===== src/rtl/dfx_slave_ctrl.sv =====
// Slave-side slot controller for MagicSeqCore: optional DFX reprogram, descriptor latch,
// MM2S/S2MM command issue, completion wait and a per-run cycle profile.
module dfx_slave_ctrl #(
    parameter int ADDR_W  = 32,
    parameter int SIZE_W  = 26,
    parameter int STAT_W  = 2,
    parameter int PROF_W  = 32,
    parameter int TIMEOUT = 2**20
) (
    input  logic              clk,
    input  logic              reset,
    input  logic              slaveReprog,
    output logic              slaveReprogAccept,
    input  logic              slaveInit,
    output logic              slaveFinInit,
    input  logic              slaveStartExec,
    output logic              slaveStartExecAccept,
    output logic              slaveFinExec,
    input  logic [ADDR_W-1:0] slv_src_addr,
    input  logic [SIZE_W-1:0] slv_src_size,
    input  logic [ADDR_W-1:0] slv_des_addr,
    input  logic [SIZE_W-1:0] slv_des_size,
    input  logic [STAT_W-1:0] slv_status,
    output logic              dfx_req,
    input  logic              dfx_done,
    output logic              mm2s_valid,
    input  logic              mm2s_ready,
    output logic [ADDR_W-1:0] mm2s_addr,
    output logic [SIZE_W-1:0] mm2s_len,
    input  logic              mm2s_done,
    output logic              s2mm_valid,
    input  logic              s2mm_ready,
    output logic [ADDR_W-1:0] s2mm_addr,
    output logic [SIZE_W-1:0] s2mm_len,
    input  logic              s2mm_done,
    output logic [PROF_W-1:0] prof_cycles,
    output logic              prof_valid,
    output logic              err_timeout
);

    localparam int TO_W = (TIMEOUT > 1) ? $clog2(TIMEOUT + 1) : 1;

    typedef enum logic [2:0] {IDLE, RPG, INIT, ISSUE, WAIT} state_t;

    state_t            state;
    logic [ADDR_W-1:0] src_addr_q, des_addr_q;
    logic [SIZE_W-1:0] src_size_q, des_size_q;
    logic              mm2s_iss, s2mm_iss, mm2s_flag, s2mm_flag;
    logic [PROF_W-1:0] prof_cnt;
    logic [TO_W-1:0]   tmo_cnt;

    logic mm2s_iss_nxt, s2mm_iss_nxt, mm2s_flag_nxt, s2mm_flag_nxt;
    logic tmo_hit, ack_busy, status_unused;

    assign mm2s_addr = src_addr_q;
    assign mm2s_len  = src_size_q;
    assign s2mm_addr = des_addr_q;
    assign s2mm_len  = des_size_q;

    assign mm2s_iss_nxt  = mm2s_iss | (mm2s_valid & mm2s_ready);
    assign s2mm_iss_nxt  = s2mm_iss | (s2mm_valid & s2mm_ready);
    assign mm2s_flag_nxt = mm2s_flag | mm2s_done;
    assign s2mm_flag_nxt = s2mm_flag | s2mm_done;
    assign tmo_hit       = (TIMEOUT != 0) && (tmo_cnt == TO_W'(TIMEOUT - 1));
    // The core still holds its request while our completion pulse is visible; don't re-serve it.
    assign ack_busy      = slaveReprogAccept | slaveFinInit | slaveFinExec;
    assign status_unused = ^slv_status[STAT_W-1:1];

    always_ff @(posedge clk or negedge reset) begin
        if (!reset) begin
            state                <= IDLE;
            slaveReprogAccept    <= 1'b0;
            slaveFinInit         <= 1'b0;
            slaveStartExecAccept <= 1'b0;
            slaveFinExec         <= 1'b0;
            dfx_req              <= 1'b0;
            mm2s_valid           <= 1'b0;
            s2mm_valid           <= 1'b0;
            prof_cycles          <= '0;
            prof_valid           <= 1'b0;
            err_timeout          <= 1'b0;
            src_addr_q           <= '0;
            des_addr_q           <= '0;
            src_size_q           <= '0;
            des_size_q           <= '0;
            mm2s_iss             <= 1'b0;
            s2mm_iss             <= 1'b0;
            mm2s_flag            <= 1'b0;
            s2mm_flag            <= 1'b0;
            prof_cnt             <= '0;
            tmo_cnt              <= '0;
        end else begin
            slaveReprogAccept    <= 1'b0;
            slaveFinInit         <= 1'b0;
            slaveStartExecAccept <= 1'b0;
            slaveFinExec         <= 1'b0;
            prof_valid           <= 1'b0;
            case (state)
                IDLE: begin
                    if (!ack_busy) begin
                        if (slaveReprog) begin
                            if (slv_status[0]) begin
                                dfx_req <= 1'b1;
                                tmo_cnt <= '0;
                                state   <= RPG;
                            end else begin
                                slaveReprogAccept <= 1'b1;
                            end
                        end else if (slaveInit) begin
                            src_addr_q <= slv_src_addr;
                            src_size_q <= slv_src_size;
                            des_addr_q <= slv_des_addr;
                            des_size_q <= slv_des_size;
                            state      <= INIT;
                        end else if (slaveStartExec) begin
                            // Zero-length channels count as already issued and already done.
                            mm2s_valid <= (src_size_q != '0);
                            mm2s_iss   <= (src_size_q == '0);
                            mm2s_flag  <= (src_size_q == '0);
                            s2mm_valid <= (des_size_q != '0);
                            s2mm_iss   <= (des_size_q == '0);
                            s2mm_flag  <= (des_size_q == '0);
                            state      <= ISSUE;
                        end
                    end
                end
                RPG: begin
                    if (dfx_done || tmo_hit) begin
                        if (!dfx_done) err_timeout <= 1'b1;
                        dfx_req           <= 1'b0;
                        slaveReprogAccept <= 1'b1;
                        state             <= IDLE;
                    end else begin
                        tmo_cnt <= tmo_cnt + 1'b1;
                    end
                end
                INIT: begin
                    slaveFinInit <= 1'b1;
                    err_timeout  <= 1'b0;
                    state        <= IDLE;
                end
                ISSUE: begin
                    mm2s_flag <= mm2s_flag_nxt;
                    s2mm_flag <= s2mm_flag_nxt;
                    mm2s_iss  <= mm2s_iss_nxt;
                    s2mm_iss  <= s2mm_iss_nxt;
                    if (mm2s_valid && mm2s_ready) mm2s_valid <= 1'b0;
                    if (s2mm_valid && s2mm_ready) s2mm_valid <= 1'b0;
                    if (mm2s_iss_nxt && s2mm_iss_nxt) begin
                        slaveStartExecAccept <= 1'b1;
                        prof_cnt             <= '0;
                        tmo_cnt              <= '0;
                        state                <= WAIT;
                    end
                end
                WAIT: begin
                    if ((mm2s_flag_nxt && s2mm_flag_nxt) || tmo_hit) begin
                        if (!(mm2s_flag_nxt && s2mm_flag_nxt)) err_timeout <= 1'b1;
                        slaveFinExec <= 1'b1;
                        prof_valid   <= 1'b1;
                        prof_cycles  <= prof_cnt;
                        mm2s_flag    <= 1'b0;
                        s2mm_flag    <= 1'b0;
                        mm2s_iss     <= 1'b0;
                        s2mm_iss     <= 1'b0;
                        mm2s_valid   <= 1'b0;
                        s2mm_valid   <= 1'b0;
                        state        <= IDLE;
                    end else begin
                        mm2s_flag <= mm2s_flag_nxt;
                        s2mm_flag <= s2mm_flag_nxt;
                        tmo_cnt   <= tmo_cnt + 1'b1;
                        if (~&prof_cnt) prof_cnt <= prof_cnt + 1'b1;
                    end
                end
                default: state <= IDLE;
            endcase
        end
    end

endmodule


===== config.mk =====
export PLATFORM = sky130hd
export DESIGN_NAME = dfx_slave_ctrl
export DESIGN_NICKNAME = d
export VERILOG_FILES = /design/src/rtl/dfx_slave_ctrl.sv
export SDC_FILE = /design/constraint.sdc
export NUM_CORES = 1
export LEC_CHECK = 0
export CAP_MARGIN = 15
export CORE_UTILIZATION = 43
export DETAILED_ROUTE_END_ITERATION = 8
export PLACE_DENSITY = 0.78
export SLEW_MARGIN = 10
export SYNTH_ARGS = -nofsm -noshare
export SYNTH_HDL_FRONTEND = slang
export SYNTH_SLANG_ARGS = --single-unit

===== constraint.sdc =====
create_clock -name clk -period 2 [get_ports clk]
set_input_delay 0.4 -clock clk [delete_from_list [all_inputs] [get_ports clk]]
set_output_delay 0.4 -clock clk [all_outputs]
set_load 0.1 [all_outputs]

==> run metrics, run 1 <==
status=complete, but fails checks; failing checks=negative setup slack; Final WS setup=-0.08733 ns; DRC Markers=0; max-cap violation count=0; clock slew at reported path FFs=0.06 ns; die area=0.02240 sq mm; Detailed Route WL=27540 microns; most used cell, CP=buf_6; ranking of synthesized cells by area=dfrtp_1, mux2_2, o21ai_0; io pins=285; most frequent cells in the layout=buf_4, dfrtp_1, mux2_2; drt pass-1 iters=4; Worst path max stage delay=0.50 ns; H-tree depth=1; Clock Path Buffers=3; Fill cells=1513; total gr overflow=0; Area after DPL=0.01314 sq mm; GPL Wtd Cong=0.8422; Clock Skew=0.01964 ns; GRT Total Usage=23.55%; WL met2=14470 microns; number of global-route vias before repair=8050; number of synthesized flops with an enable pin=0; area growth from synthesis to layout=57.58%; area share of the largest cell type after synthesis=57.65%; worst-skew pair later-pin latency=0.51 ns; commonest non-fill, non-tap cell in the layout=buf_4; TritonCTS clock tree=built; die height=149.7 microns; Port Buf Inserts=283; remaining antenna violation count after routing=0; via/cell ratio=5.267; worst-path fanout max=34; crit end category=register; endpoints failing setup=171; post-synthesis cell type count=66; sequential fraction of the synthesis area=57.65%; cell area after layout=0.01478 sq mm; Core Area=0.02122 sq mm; Reg2Reg Depth=9; antenna violations before repair=3; row cnt=53; Initial Util=44.19%; class of the worst hold path=in -> async; final critical-path required period=2.087 ns; Worst Max-Slew Pin Slew=0.3883 ns; CP max stage cell=dfrtp_4; Startpoint Class=register; largest net degree at the start of global routing=71; Worst EP required=2.39 ns; detailed-route wire length per cell=18.98 microns; first-pass GRT wire length=41320 microns; Fin. Hold Viols=0; Worst Setup Path Type=reg -> reg; Synth Area per Inst=12.40 sq um; post-DP HPWL=19080 microns; total CTS buffers=25; RSZ-0062 raised after global routing=yes; WP depth=9; #FFs+latches synth=216; Synth async-reset ratio=100.0%; max_slew headroom=74.11%; Synth Warn #=0; metal3 WL=2102 microns; DR vias=7643; DIE WIDTH=149.7 microns; fin. max-slew vios=0; Iter 0 DRT Violations=255; largest area contributor in the netlist=dfrtp_1; DRT met1 WL=10270 microns; CTS sink count=216; Mapped Area=0.009376 sq mm; crit-path cells=nor3_4 > buf_6 > nand2_4 > or2_4 > nor2_4 > buf_6 > nand2_8 > buf_12 > mux2_2; CP bufs+invs=3; Mapped Nets=886; share of cells above drive strength 1=48.17%; final cycle utilization of the critical path=104.4%; main flop type after synthesis=dfrtp_1; Largest delay share family, worst path=simple AND/OR/NAND/NOR gates; Cells after Synth=756; highest routed layer=met4; CTS root buf=clkbuf_16; Nets=1286; Max Freq=479.1 MHz; CP arrival=2.48 ns
layout make-up:
cell class	instances	area, sq um	share of cell area, %
flip-flops and latches	216	5443	36.84
multi-input cells	497	4202	28.44
repair buffers	406	3839	25.98
clock buffers	31	688.2	4.657
well taps	275	344.1	2.329
clock inverters	13	210.2	1.423
inverters	10	42.54	0.2879
diodes	3	7.507	0.05081
registers in the layout (all words and copies together), names as in the netlist:
name	flops
prof_valid	1
mm2s_flag	1
err_timeout	1
slaveFinInit	1
state	3
s2mm_flag	1
mm2s_len	26
tmo_cnt	21
mm2s_iss	1
slaveStartExecAccept	1
mm2s_valid	1
s2mm_valid	1
prof_cnt	32
slaveReprogAccept	1
s2mm_iss	1
prof_cycles	32
s2mm_len	26
dfx_req	1
mm2s_addr	32
s2mm_addr	32
per-layer routing:
metal | global-route usage, % | up-vias
li1 | - | 3538
met1 | 27.44 | 3820
met2 | 40.97 | 240
met3 | 7.561 | 45
met4 | 7.424 | 0
met5 | 0 | -
logic make-up (layout without fill, tap and decap cells):
family | Yosys count | after routing | share of synthesized area (%)
XOR/XNOR | 21 | 21 | 1.962
AND/OR/NAND/NOR | 223 | 224 | 12.81
other | 0 | 3 | 0
flip-flops | 216 | 216 | 57.65
buffers and inverters | 44 | 460 | 2.429
AO/OA/AOI/OAI | 103 | 103 | 7.233
adder cells (fa/ha/maj) | 2 | 2 | 0.2668
multiplexers | 147 | 147 | 17.65
path summary, 6_finish.rpt:
| path | startpoint | end | slack, ns |
|---|---|---|---|
| setup / recovery | prof_valid | mm2s_len[16] | -0.09 |
| hold / removal | reset | tmo_cnt[2] | 0.36 |
| setup reg to reg | prof_valid | mm2s_len[16] | -0.09 |
| hold reg to reg | prof_cycles[3] | prof_cycles[3] | 0.49 |
| max in group asynchronous | reset | mm2s_len[1] | 0.91 |
| min in group clk | slv_des_size[6] | s2mm_len[6] | 0.49 |
cells in the mapped netlist (2+ instances only):
cell,number
and4_1,7
o31ai_2,6
and4_4,2
and3_1,9
dfrtp_1,216
nand3_1,21
mux2_2,139
nor3b_1,2
mux2_1,8
a21oi_1,19
xnor2_1,19
or3_1,11
buf_2,13
xor2_1,2
or2_1,2
clkbuf_1,8
and2_1,4
buf_6,5
nand2b_1,5
o21ai_1,4
o21ai_0,36
buf_1,7
o41ai_1,2
o211ai_1,2
nand2_1,47
nor2_1,48
inv_1,9
nor2b_1,3
a31oi_1,4
nor4_1,13
a21o_1,3
ha_1,2
nor3_1,23
nand4_1,13
o21a_1,4
or4_1,2
o31ai_1,7
per-stage QoR:
stage	setup TNS [ns]	std cells	hold WS (ns)	worst slack, ns	util (%)
after floorplan	-5.401	756	0.1044	-0.2311	-
after global placement	-22.89	1381	0.3035	-0.5214	61.92
after detailed placement	-28.23	1381	0.3039	-0.5857	61.92
after CTS	-5.341	1430	0.3608	-0.07748	66.91
after global routing	-22.85	1450	0.3849	-0.1626	69.62
final	-8.086	1451	0.3582	-0.08733	69.63
what timing repair did:
action | CTS | global route
hold endpoints to repair | 32 | 0
setup endpoints to repair | 150 | 200
setup buffers | 4 | 8
hold buffers | 1 | 0
gates cloned | 0 | 10
gates resized for setup | 30 | 62
pin swaps | 8 | 14
Power of run 1 is not shown: default switching activity piles up to over one toggle a cycle in this logic, so the estimate is an artifact.
==> run 2: changes to the inputs <==
--- a/config.mk
+++ b/config.mk
@@ -5,7 +5,6 @@
 export SDC_FILE = /design/constraint.sdc
 export NUM_CORES = 1
 export LEC_CHECK = 0
-export CAP_MARGIN = 15
 export CORE_UTILIZATION = 43
 export DETAILED_ROUTE_END_ITERATION = 8
 export PLACE_DENSITY = 0.78
==> results of run 2 <==
Same layout as run 1: the final DEF is identical, and so are final timing and power.
Power of run 2 is left out for the same reason.
